**src/rtl/shiftreg_ctrl_pkg.sv**
```systemverilog
// Shared types and constants for the serial shift-register sequencing controller.
package shiftreg_ctrl_pkg;

  // Controller sequencing states.
  typedef enum logic [1:0] {
    IDLE    = 2'd0,
    SHIFT   = 2'd1,
    CAPTURE = 2'd2,
    RESP    = 2'd3
  } sr_state_t;

  // Shift-register direction encodings as seen on the register's dir pin.
  localparam logic SR_LEFT  = 1'b1;  // din enters the LSB, word sent MSB first
  localparam logic SR_RIGHT = 1'b0;  // din enters the MSB, word sent LSB first

endpackage

```
**src/rtl/shiftreg_ctrl.sv**
```systemverilog
// Sequencing controller for an N-bit bidirectional serial shift register.
// Accepts a word over a valid/ready command channel, shifts it into the register
// one bit per cycle, captures the register's parallel output and returns it over
// a valid/ready response channel.
module shiftreg_ctrl
  import shiftreg_ctrl_pkg::*;
#(
  parameter int N  = 8,
  parameter int CW = $clog2(N + 1)
) (
  input  logic          clk,
  input  logic          rst,
  input  logic          cmd_valid,
  output logic          cmd_ready,
  input  logic [N-1:0]  cmd_data,
  input  logic          cmd_dir,
  input  logic [CW-1:0] cmd_len,
  input  logic          abort,
  output logic          sr_shift_en,
  output logic          sr_dir,
  output logic          sr_din,
  input  logic [N-1:0]  sr_q,
  output logic          rsp_valid,
  input  logic          rsp_ready,
  output logic [N-1:0]  rsp_data,
  output logic          busy
);

  localparam logic [CW-1:0] N_LEN   = CW'(N);
  localparam logic [CW-1:0] LEN_ONE = {{(CW-1){1'b0}}, 1'b1};

  sr_state_t     state_r;
  sr_state_t     state_next_s;
  logic [CW-1:0] cnt_r;
  logic [CW-1:0] len_r;
  logic [CW-1:0] eff_len_s;
  logic [N-1:0]  hold_r;
  logic [N-1:0]  rsp_data_r;
  logic          shift_en_r;
  logic          dir_r;
  logic          din_r;
  logic          last_s;
  logic          cmd_ready_s;
  logic          rsp_valid_s;
  logic          busy_s;

  // Clamp the requested length to the register width and flag the final shift cycle.
  always_comb begin
    eff_len_s = cmd_len;
    if (cmd_len > N_LEN) begin
      eff_len_s = N_LEN;
    end else begin
      eff_len_s = cmd_len;
    end
    // cnt_r already includes the shift being driven this cycle, so equality means done.
    last_s = (cnt_r == len_r) || abort;
  end

  // State register; reset forces IDLE from any state.
  always_ff @(posedge clk) begin
    if (rst) begin
      state_r <= IDLE;
    end else begin
      state_r <= state_next_s;
    end
  end

  // Next-state decode.
  always_comb begin
    state_next_s = state_r;
    case (state_r)
      IDLE: begin
        if (cmd_valid) begin
          if (eff_len_s != {CW{1'b0}}) begin
            state_next_s = SHIFT;
          end else begin
            state_next_s = CAPTURE;
          end
        end else begin
          state_next_s = IDLE;
        end
      end
      SHIFT: begin
        if (last_s) begin
          state_next_s = CAPTURE;
        end else begin
          state_next_s = SHIFT;
        end
      end
      CAPTURE: state_next_s = RESP;
      RESP: begin
        if (rsp_ready) begin
          state_next_s = IDLE;
        end else begin
          state_next_s = RESP;
        end
      end
      default: state_next_s = IDLE;
    endcase
  end

  // Handshake and status outputs decoded directly from the state register.
  always_comb begin
    cmd_ready_s = 1'b0;
    rsp_valid_s = 1'b0;
    busy_s      = 1'b1;
    case (state_r)
      IDLE: begin
        cmd_ready_s = 1'b1;
        busy_s      = 1'b0;
      end
      SHIFT:   rsp_valid_s = 1'b0;
      CAPTURE: rsp_valid_s = 1'b0;
      RESP:    rsp_valid_s = 1'b1;
      default: busy_s      = 1'b1;
    endcase
  end

  // Datapath: latch the command, feed one bit per SHIFT cycle, capture sr_q.
  always_ff @(posedge clk) begin
    if (rst) begin
      cnt_r      <= {CW{1'b0}};
      len_r      <= {CW{1'b0}};
      hold_r     <= {N{1'b0}};
      rsp_data_r <= {N{1'b0}};
      shift_en_r <= 1'b0;
      dir_r      <= 1'b0;
      din_r      <= 1'b0;
    end else begin
      case (state_r)
        IDLE: begin
          if (cmd_valid) begin
            len_r <= eff_len_s;
            dir_r <= cmd_dir;
            if (eff_len_s != {CW{1'b0}}) begin
              shift_en_r <= 1'b1;
              cnt_r      <= LEN_ONE;
              // First bit leaves now; the holding register advances toward the sending end.
              if (cmd_dir == SR_LEFT) begin
                din_r  <= cmd_data[N-1];
                hold_r <= {cmd_data[N-2:0], 1'b0};
              end else begin
                din_r  <= cmd_data[0];
                hold_r <= {1'b0, cmd_data[N-1:1]};
              end
            end else begin
              shift_en_r <= 1'b0;
              din_r      <= 1'b0;
              cnt_r      <= {CW{1'b0}};
              hold_r     <= cmd_data;
            end
          end else begin
            shift_en_r <= 1'b0;
            din_r      <= 1'b0;
          end
        end
        SHIFT: begin
          if (last_s) begin
            shift_en_r <= 1'b0;
            din_r      <= 1'b0;
          end else begin
            shift_en_r <= 1'b1;
            cnt_r      <= cnt_r + LEN_ONE;
            if (dir_r == SR_LEFT) begin
              din_r  <= hold_r[N-1];
              hold_r <= {hold_r[N-2:0], 1'b0};
            end else begin
              din_r  <= hold_r[0];
              hold_r <= {1'b0, hold_r[N-1:1]};
            end
          end
        end
        CAPTURE: begin
          shift_en_r <= 1'b0;
          din_r      <= 1'b0;
          rsp_data_r <= sr_q;
        end
        RESP: begin
          shift_en_r <= 1'b0;
          din_r      <= 1'b0;
        end
        default: begin
          shift_en_r <= 1'b0;
          din_r      <= 1'b0;
        end
      endcase
    end
  end

  assign cmd_ready   = cmd_ready_s;
  assign rsp_valid   = rsp_valid_s;
  assign busy        = busy_s;
  assign sr_shift_en = shift_en_r;
  assign sr_dir      = dir_r;
  assign sr_din      = din_r;
  assign rsp_data    = rsp_data_r;

endmodule

```
**config.mk**
```make
export PLATFORM = sky130hd
export DESIGN_NAME = shiftreg_ctrl
export DESIGN_NICKNAME = d
export VERILOG_FILES = /design/src/rtl/shiftreg_ctrl_pkg.sv /design/src/rtl/shiftreg_ctrl.sv
export SDC_FILE = /design/constraint.sdc
export NUM_CORES = 1
export LEC_CHECK = 0
export ABC_CLOCK_PERIOD_IN_PS = 1900
export CAP_MARGIN = 10
export CORE_MARGIN = 2
export CORE_UTILIZATION = 44
export DETAILED_ROUTE_END_ITERATION = 16
export PLACE_DENSITY_LB_ADDON = 0.25
export SLEW_MARGIN = 20
export SYNTH_ARGS = -nofsm -noshare
export SYNTH_HDL_FRONTEND = slang
export SYNTH_SLANG_ARGS = --single-unit
export TNS_END_PERCENT = 50
```
**constraint.sdc**
```tcl
create_clock -name clk -period 1.9 [get_ports clk]
set_clock_uncertainty 0.1 [all_clocks]
set_input_delay 0.38 -clock clk [delete_from_list [all_inputs] [get_ports clk]]
set_output_delay 0.38 -clock clk [all_outputs]
set_load 0.02 [all_outputs]
```
# Word level (Yosys, flattened, before mapping)
# Index checks and enable logic that the tools add are counted.
[totals]
wordCells = 52
register_bits = 29
out_inout_bits = 14
in_bits = 26
[op_classes]
n_mux = 29
eq_ne = 6
order_cmp = 1
addsub = 1
reduce_logical = 7
[op_table]
columns = ["op", "n"]
rows = [
  ["$mux 8", 5],
  ["$pmux 8 s2", 1],
  ["$mux 1", 12],
  ["$mux 4", 3],
  ["$mux 2", 4],
  ["$pmux 2 s4", 1],
  ["$pmux 4 s2", 1],
  ["$pmux 1 s3", 2],
  ["$add 4x1->4 const B", 1],
  ["$eq 2x2->1 const B", 2],
  ["$eq 4x4->1", 1],
  ["$gt 4x4->1 const B", 1],
  ["$ne 2x2->1 const B", 2],
  ["$reduce_bool 4->1", 1],
  ["$reduce_and 3->1", 1],
  ["$eq 2x1->1 const B", 1],
  ["$logic_not 2->1", 1],
  ["$reduce_and 2->1", 1],
  ["$reduce_bool 2->1", 1],
  ["$reduce_or 2->1", 1],
  ["$logic_or 1x1->1", 1],
]

# Longest topological paths before layout
# Gate-level depths: netlist (run 1).
[logic_depth]
depth_word = 6
depth_mapped = 7
ltp_nobuf = 5

# Least setup slack after synthesis (run 1)
# No wires, ideal clock.
[synth_timing]
kind = "in2reg"
start = "input port cmd_len[0]"
end = "register hold_r[1]"
setup_slack_ps = 87
stages = 5
required_time_ps = 1671
setup_ps = 129
n_path_buf = 1
t_arrival_ps = 1584
path_cell_list = "or4_4 buf_6 or3_2 o2111ai_1 a21oi_1"
[synth_between]
elab_chain_len = 6
[synth_lines]
columns = ["item", "line", "source"]
rows = [
  ["from (decl)", "shiftreg_ctrl.sv:17", "input logic [CW-1:0] cmd_len,"],
  ["$gt 4x4->1", "shiftreg_ctrl.sv:50", "if (cmd_len > N_LEN) begin"],
  ["$mux 4 (*)", "shiftreg_ctrl.sv:50", ""],
  ["$reduce_bool 4->1 (*)", "shiftreg_ctrl.sv:135", "if (eff_len_s != {CW{1'b0}}) begin"],
  ["$mux 8 (*)", "shiftreg_ctrl.sv:135", ""],
  ["$mux 8 (*)", "shiftreg_ctrl.sv:132", "if (cmd_valid) begin"],
  ["$pmux 8 s2 (*)", "shiftreg_ctrl.sv:130", "case (state_r)"],
  ["to (signal assigned)", "shiftreg_ctrl.sv:141", "hold_r <= {cmd_data[N-2:0], 1'b0};"],
  ["to (signal assigned)", "shiftreg_ctrl.sv:144", "hold_r <= {1'b0, cmd_data[N-1:1]};"],
  ["to (signal assigned)", "shiftreg_ctrl.sv:150", "hold_r <= cmd_data;"],
  ["to (decl)", "shiftreg_ctrl.sv:37", "logic [N-1:0] hold_r;"],
]
# Mark *: on every way between the ends. The rest lies on a longest branch, timed or not. The select of a mux whose other input is x is not followed.
# A chain may end at the register's enable or synchronous reset.

# Worst setup path after layout (run 1)
[layout_timing]
start = "register state_r[0]"
end = "output port busy"
[layout_between]
elab_chain_len = 2
[layout_lines]
columns = ["item", "line", "source"]
rows = [
  ["from (decl)", "shiftreg_ctrl.sv:32", "sr_state_t state_r;"],
  ["from (signal assigned)", "shiftreg_ctrl.sv:64", "state_r <= state_next_s;"],
  ["$logic_not 2->1", "shiftreg_ctrl.sv:107", "case (state_r)"],
  ["$mux 1", "shiftreg_ctrl.sv:107", ""],
  ["to (decl)", "shiftreg_ctrl.sv:26", "output logic busy"],
]
# No other way between the ends.

==> results.yml, run 1 <==
status:
  outcome: "completed"
grt:
  grt_pass1_vias: 1465
  grt_overflow_total: 0
  grt_use_total_pct: 21.5
  grt_pass1_wl_um: 7010
  grt_max_degree: 18
  antenna_found_initial: 0
critical_path:
  cp_slowest_stage_delay_ns: 0.54
  start_kind: "flip-flop"
  slowest_stage: "clkdlybuf4s50_1"
  worstPathCellList: "or2_1, clkdlybuf4s50_1"
  end_kind: "output pin"
  ff2ff_setup_slack_ns: 0.22
  arrival_ns: 1.37
  worstSetupPathType: "reg2out"
  crit_fanout: 3
  required_ns: 1.42
timing:
  hold_violations: 0
  slew_viol_final: 0
  maxSlewHeadroom_pct: 70.7
  rsz0062_at_grt: "false"
  setup_viol: 0
  fmax_mhz: 540
  whs_ns: 0.387
  post-route-period-util_pct: 97.5
  fin_crit_ns: 1.85
  worst_pin_slew_ns: 0.434
  setup_tns_ns: 0
placed_design:
  gp_congestion: 0.825
  hpwlAfterDp_um: 2860
  portBuffers: 39
cts:
  post_cts_buffers: 0
  clock-sinks: 29
  cts_root_buf: "clkbuf_8"
  postCtsHoldBufs: 0
  clock_latency_ns: 0.28
  cts_tree: "done"
  clk_path_buf_depth: 2
  numCtsBuffers: 5
  ctsResizeCount: 6
  worst_setup_hold_path_clk_slew_ns: 0.07
  h-tree-depth: 2
yosys:
  syn-num-nets: 215
  yosysUniqueCellTypes: 38
  synthArstFlopShare_pct: 0
  synth.yosys.warnings: 0
  synth.yosys.seq_area_share_pct: 35.0
  syn-cell-area_um2: 1660
  syn_area_per_cell_um2: 8.82
  ys_ff_latch: 29
  yosys_most_used_dff: "dfxtp_1"
  synth-edff-count: 0
  postSynthCellCount: 188
power:
  power.leakage_nw: 0.862
  power.total_w: 0.00184
  vdd_drop_max_mv: 0.561
  power_density_nw_per_um2: 814
die:
  die_y_um: 65.4
  core.rowCount: 22
  ioPinCount: 40
  design.die.area_um2: 4280
  coreArea_um2: 3630
  die_x_um: 65.4
  start_util_pct: 45.7
layout:
  final-seq-area_um2: 581
  num-fill-cells: 342
  area_growth_pct: 36.0
  multi_input_area_um2: 953
  final_nets: 268
  antenna_cells: 0
  drive_gt1_share_pct: 17.8
run:
  drv_cap: 0
routing:
  drtAntennaViolNets: 0
  dr.pass1.iters: 4
  routed_wl_um: 4100
  via_count: 1584
  drt_iter0_markers: 104
  wl_per_cell_um: 14.1
  drc: 0
  viasPerCell: 5.46
hold_path:
  hold_class: "reg2reg"
power by group:
group          internal (W)  switching, W
registers          0.000669     0.0000407
clock network      0.000327      0.000236
logic              0.000277      0.000286
path summary, 6_finish.rpt:
kind	depth (start not counted)	from	to
worst min-delay path	2	hold_r[4]	hold_r[4]
worst min register to register	2	hold_r[4]	hold_r[4]
worst max register to register	5	len_r[1]	hold_r[4]
worst max-delay path	2	state_r[0]	busy
routing by layer:
metal  global-route usage, %  wire length (µm)  up-vias
met5                       0                 0        -
met3                    4.45               342        9
met2                    32.8              1790       82
met1                    29.2              1870      710
met4                    9.64               103        0
li1                        -                 -      783
worst max-delay path: cells and delay by family (launching register included):
| kind | cells | cell delay (ns) |
|---|---|---|
| buffers and inverters | 1 | 0.54 |
| flip-flops | 1 | 0.32 |
| AND/OR/NAND/NOR | 1 | 0.24 |
metrics by stage:
step	setup slack, ns	utilization (%)	area (µm²)	instances
final	0.0467	62.1	2260	290
after global routing	0.00391	62.1	2260	290
after CTS	0.0341	62.1	2260	290
after detailed placement	-0.398	59.2	2150	281
after global placement	-0.363	59.2	2150	281
after floorplan	0.0870	-	1660	188
placed cells by master (no fill, tap or decap), types with 2 or more instances in the layout:
cell type	count
mux2_2	3
a21oi_1	16
xor2_1	4
nor2_1	12
dfxtp_1	29
nor2b_1	4
nand3_1	16
inv_1	5
nand3b_1	3
mux2i_1	20
dlygate4sd2_1	5
or3_2	5
or4_4	2
o221ai_1	3
o21ai_0	3
o2111ai_1	7
buf_4	21
nand2_1	19
a21boi_0	2
clkbuf_8	7
and2_1	2
or3_1	3
clkdlybuf4s50_1	34
xnor2_1	4
Yosys cell counts, types with 2 or more instances:
| cell | number | area [µm²] |
|---|---|---|
| nand3_1 | 16 | 80.1 |
| nor2b_1 | 4 | 25.0 |
| nand2_1 | 19 | 71.3 |
| a21boi_0 | 2 | 15.0 |
| or3_1 | 3 | 18.8 |
| clkbuf_1 | 5 | 18.8 |
| a21oi_1 | 16 | 80.1 |
| buf_2 | 2 | 10.0 |
| o221ai_1 | 3 | 26.3 |
| and2_1 | 2 | 12.5 |
| buf_6 | 5 | 56.3 |
| nor2_1 | 12 | 45.0 |
| xor2_1 | 4 | 35.0 |
| or3_2 | 5 | 37.5 |
| mux2i_1 | 20 | 200 |
| xnor2_1 | 4 | 35.0 |
| nand3b_1 | 3 | 22.5 |
| o21ai_0 | 3 | 15.0 |
| dfxtp_1 | 29 | 581 |
| mux2_2 | 3 | 33.8 |
| o2111ai_1 | 7 | 61.3 |
| inv_1 | 5 | 18.8 |
cell families (layout without fill, tap and decap cells):
kind of cell	count (synthesis)	after routing	synth area share, %
AO/OA/AOI/OAI	37	37	15.8
buffers and inverters	20	73	8.22
flip-flops	29	29	35.0
adder cells (fa/ha/maj)	1	1	0.754
multiplexers	23	23	14.1
XOR/XNOR	8	8	4.22
AND/OR/NAND/NOR	70	71	21.9
area by class of cell:
cell class | instances | area share (%)
well taps | 48 | 2.66
inverters | 5 | 0.832
repair buffers | 60 | 24.0
clock inverters | 1 | 0.222
multi-input cells | 140 | 42.3
flip-flops and latches | 29 | 25.7
clock buffers | 7 | 4.27
sequential cells by signal, summed over array words and instances (netlist names):
register     cells
cnt_r            4
hold_r           8
len_r            4
rsp_data         8
sr_din           1
sr_dir           1
sr_shift_en      1
state_r          2
(Power assumes the default switching activity.)
==> run 2, diff against run 1 <==
--- a/config.mk
+++ b/config.mk
@@ -7,9 +7,12 @@
 export LEC_CHECK = 0
 export ABC_CLOCK_PERIOD_IN_PS = 1900
 export CAP_MARGIN = 10
+export CELL_PAD_IN_SITES_DETAIL_PLACEMENT = 2
+export CELL_PAD_IN_SITES_GLOBAL_PLACEMENT = 2
 export CORE_MARGIN = 2
-export CORE_UTILIZATION = 44
+export CORE_UTILIZATION = 26
 export DETAILED_ROUTE_END_ITERATION = 16
+export GPL_ROUTABILITY_DRIVEN = 0
 export PLACE_DENSITY_LB_ADDON = 0.25
 export SLEW_MARGIN = 20
 export SYNTH_ARGS = -nofsm -noshare
==> results.yml, run 2 (synthesized netlist as in run 1, its figures left out) <==
placed_design:
  dp.cells: 311
  hpwlAfterDp_um: 4030
  portBuffers: 39
routing:
  via_count: 1612
  viasPerCell: 5.05
  drt_iter0_markers: 32
  drtAntennaViolNets: 0
  dr.pass1.iters: 4
  routed_wl_um: 5580
  wl_per_cell_um: 17.5
  drc: 0
cts:
  postCtsHoldBufs: 0
  clock-sinks: 29
  clk_path_buf_depth: 2
  numCtsBuffers: 5
  cts_root_buf: "clkbuf_8"
  cts_tree: "done"
  worst_setup_hold_path_clk_slew_ns: 0.06
  clock_latency_ns: 0.28
  h-tree-depth: 2
  post_cts_buffers: 0
timing:
  fmax_mhz: 537
  post-route-period-util_pct: 98.0
  maxSlewHeadroom_pct: 69.4
  setup_viol: 0
  slew_viol_final: 0
  hold_violations: 0
  rsz0062_at_grt: "true"
  worst_pin_slew_ns: 0.454
  fin_crit_ns: 1.86
  setup_tns_ns: 0
layout:
  mostFrequentLayoutCells: "clkdlybuf4s50_1 (32), dfxtp_1 (27), mux2i_1 (20), buf_4 (20), nand2_1 (19)"
  num-fill-cells: 722
  final-seq-area_um2: 583
  area_growth_pct: 39.8
  drive_gt1_share_pct: 18.2
  multi_input_area_um2: 960
  final_nets: 269
  stdcell_count: 319
  utilization_pct: 37.0
  final_common_cell: "clkdlybuf4s50_1"
  antenna_cells: 0
critical_path:
  ff2ff_path_depth: 5
  end_kind: "flip-flop"
  ff2ff_setup_slack_ns: 0.16
  r2r-start: "len_r[1]"
  required_ns: 1.97
  arrival_ns: 1.93
  crit_fanout: 8
  start_kind: "input port"
  worstSetupPathType: "in2reg"
  timing.rr.end: "hold_r[6]"
grt:
  grt_pass1_wl_um: 9290
  grt_use_total_pct: 16.7
  grt_pass1_vias: 1785
  grt_max_degree: 18
  grt_overflow_total: 0
  antenna_found_initial: 0
die:
  ioPinCount: 40
  die_y_um: 83.9
  coreArea_um2: 6280
  start_util_pct: 26.4
  design.die.area_um2: 7040
  die_x_um: 83.9
  core.rowCount: 29
run:
  drv_cap: 0
hold_path:
  min_from: "hold_r[6]"
  hold_path_depth: 2
  hold_end: "hold_r[6]"
  hold_class: "reg2reg"
status:
  outcome: "completed"
power:
  power.total_w: 0.00182
  power.leakage_nw: 0.887
  vdd_drop_max_mv: 0.291
  power_density_nw_per_um2: 786
-- run 2: cell types whose count changed in the layout (fill, tap and decap cells not counted) --
cell / before / now
clkbuf_1: 0 / 1
clkinv_2: 1 / 0
buf_4: 21 / 20
nor3b_4: 0 / 1
nor3b_2: 1 / 0
clkdlybuf4s50_1: 34 / 32
dfxtp_1: 29 / 27
clkbuf_8: 7 / 6
dfxtp_2: 0 / 2
buf_12: 0 / 2
dlymetal6s2s_1: 0 / 1
dlygate4sd2_1: 5 / 6
-- run 2: worst max-delay path by stage --
| stage | slack, ns | endpoint | start |
|---|---|---|---|
| after CTS | -0.01 | rsp_valid | state_r[1] |
| final | 0.04 | hold_r[3] | cmd_len[3] |
| after global routing | -0.02 | hold_r[6] | cmd_len[3] |
| after global placement | -0.40 | hold_r[3] | cmd_len[0] |
| after floorplan | 0.09 | hold_r[1] | cmd_len[0] |
| after detailed placement | -0.44 | hold_r[1] | cmd_len[0] |
-- run 2: report_power, final --
group	leakage (nW)	internal [W]	switching [W]
logic	0.605	0.000280	0.000302
clock network	0.0443	0.000287	0.000231
registers	0.237	0.000670	0.0000522
total	0.887	0.00124	0.000585
-- run 2: final cells by class --
class | instances | share of cell area, %
clock buffers | 7 | 3.72
well taps | 77 | 4.15
repair buffers | 61 | 24.8
multi-input cells | 140 | 41.4
inverters | 5 | 0.809
flip-flops and latches | 29 | 25.1
-- run 2: metrics by stage --
stage	hold WS [ns]	cell area (µm²)	worst slack, ns
global route	0.413	2320	-0.0187
floorplan	0.353	1660	0.0870
global placement	0.374	2220	-0.396
CTS	0.391	2310	-0.0110
finish	0.391	2320	0.0387
detailed placement	0.382	2220	-0.436
-- run 2: layer usage --
layer  track usage (%)  up-vias  share of wire [%]  wire, µm
li1                  -      783                  -         -
met1              19.9      797                 43      2420
met2              30.6       23                 53      2940
met3              3.07        9                2.2       124
met4              4.69        0                1.6        91
met5                 0        -                  0         0
-- run 2: critical path: stages --
cell           delay [ns]
dlygate4sd2_1        0.29
or4_4                0.63
or3_2                0.44
o2111ai_1            0.09
a21oi_1              0.09
-- run 2: repair_timing --
item                       in CTS  in global routing
cloned                          1                  0
setup endpoints to repair      13                  4
pin swaps                       1                  0
resized for setup               9                  2
==> run 3, diff against run 2 <==
--- a/config.mk
+++ b/config.mk
@@ -7,10 +7,10 @@
 export LEC_CHECK = 0
 export ABC_CLOCK_PERIOD_IN_PS = 1900
 export CAP_MARGIN = 10
-export CELL_PAD_IN_SITES_DETAIL_PLACEMENT = 2
-export CELL_PAD_IN_SITES_GLOBAL_PLACEMENT = 2
+export CELL_PAD_IN_SITES_DETAIL_PLACEMENT = 0
+export CELL_PAD_IN_SITES_GLOBAL_PLACEMENT = 1
 export CORE_MARGIN = 2
-export CORE_UTILIZATION = 26
+export CORE_UTILIZATION = 33
 export DETAILED_ROUTE_END_ITERATION = 16
 export GPL_ROUTABILITY_DRIVEN = 0
 export PLACE_DENSITY_LB_ADDON = 0.25
==> results.yml, run 3 (synthesized netlist as in run 1, its figures left out) <==
layout:
  final_nets: 274
  drive_gt1_share_pct: 19.8
  area_growth_pct: 41.0
  antenna_cells: 0
  num-fill-cells: 458
  stdcell_count: 315
  final_common_cell: "clkdlybuf4s50_1"
  mostFrequentLayoutCells: "clkdlybuf4s50_1 (33), dfxtp_1 (29), buf_4 (26), mux2i_1 (20), nand2_1 (19)"
cts:
  clock_latency_ns: 0.28
  clock-sinks: 29
  post_cts_buffers: 0
  worst_setup_hold_path_clk_slew_ns: 0.07
  cts_tree: "done"
  h-tree-depth: 2
  clk_path_buf_depth: 2
  numCtsBuffers: 5
  postCtsHoldBufs: 0
  cts_root_buf: "clkbuf_8"
critical_path:
  cp-startpoint: "state_r[1]"
  cp_num_buf_inv: 1
  required_ns: 1.42
  arrival_ns: 1.35
  r2r-start: "cnt_r[0]"
  crit_fanout: 3
  slowest_stage: "clkdlybuf4s50_1"
  end_kind: "output pin"
  worstPathCellList: "and2_1, clkdlybuf4s50_1"
  crit_family: "buffers and inverters"
  cp_slowest_stage_delay_ns: 0.60
  worstSetupPathType: "reg2out"
  start_kind: "flip-flop"
grt:
  grt_pass1_vias: 1476
  antenna_found_initial: 0
  grt_overflow_total: 0
  grt_use_total_pct: 16.5
  grt_pass1_wl_um: 6980
  grt_max_degree: 18
routing:
  via_count: 1551
  drtAntennaViolNets: 0
  wl_per_cell_um: 13.7
  drc: 0
  dr.pass1.iters: 4
  drt_iter0_markers: 72
  viasPerCell: 4.92
  routed_wl_um: 4320
timing:
  rsz0062_at_grt: "false"
  fin_crit_ns: 1.83
  hold_violations: 0
  slew_viol_final: 0
  fmax_mhz: 547
  worst_pin_slew_ns: 0.470
  setup_tns_ns: 0
  setup_viol: 0
  maxSlewHeadroom_pct: 68.3
  whs_ns: 0.376
  post-route-period-util_pct: 96.2
die:
  start_util_pct: 34.7
  core.rowCount: 25
  ioPinCount: 40
  die_y_um: 74.9
  coreArea_um2: 4790
  die_x_um: 74.9
  design.die.area_um2: 5610
placed_design:
  portBuffers: 39
  dp.cells: 306
  hpwlAfterDp_um: 3170
power:
  power.total_w: 0.00185
  power.leakage_nw: 0.907
  vdd_drop_max_mv: 0.449
  power_density_nw_per_um2: 792
hold_path:
  min_from: "hold_r[6]"
  hold_class: "reg2reg"
status:
  outcome: "completed"
run:
  drv_cap: 0
## run 3: final timing paths
path	endpoint	slack, ns	depth (start not counted)
setup / recovery	rsp_valid	0.07	2
hold / removal	hold_r[6]	0.38	2
setup reg to reg	cnt_r[1]	0.21	5
hold reg to reg	hold_r[6]	0.38	2
## run 3: per-stage QoR
stage	setup slack [ns]	util (%)	area [µm²]
after floorplan	0.0870	-	1660
after global placement	-0.356	46.6	2230
after detailed placement	-0.370	46.6	2230
after CTS	0.0384	48.8	2340
after global routing	0.0109	48.9	2340
final	0.0720	48.9	2340
## run 3: metal layers
metal / global-route usage [%] / part of all wire [%]
met3: 3.35 / 2.3
met5: 0 / 0
met2: 26.5 / 49
met4: 4.96 / 1.3
met1: 22.2 / 48
## run 3: worst register-to-register path, stage by stage, from the launching register on
cell and delay (ns):
dfxtp_1 0.32, xor2_1 0.19, o41ai_2 0.53, buf_4 0.26, nand3_1 0.08, a21oi_1 0.14
## run 3: layout make-up
class | count | area [µm²] | share of cell area [%]
clock buffers | 7 | 96.3 | 4.12
clock inverters | 1 | 5.00 | 0.214
inverters | 5 | 18.8 | 0.802
multi-input cells | 140 | 953 | 40.7
flip-flops and latches | 29 | 581 | 24.8
well taps | 67 | 83.8 | 3.58
repair buffers | 66 | 602 | 25.7
## run 3: report_power, final
part | internal, W | total, W | leakage [nW] | switching [W]
logic | 0.000299 | 0.000593 | 0.616 | 0.000293
registers | 0.000669 | 0.000707 | 0.237 | 0.0000385
clock network | 0.000327 | 0.000554 | 0.0542 | 0.000227
## run 3: what timing repair did
| item | in CTS | in global routing |
|---|---|---|
| gates cloned | 1 | 0 |
| pin swaps | 1 | 0 |
| endpoints found under the hold margin | 0 | 0 |
| resized for setup | 6 | 1 |
| setup endpoints to repair | 11 | 1 |
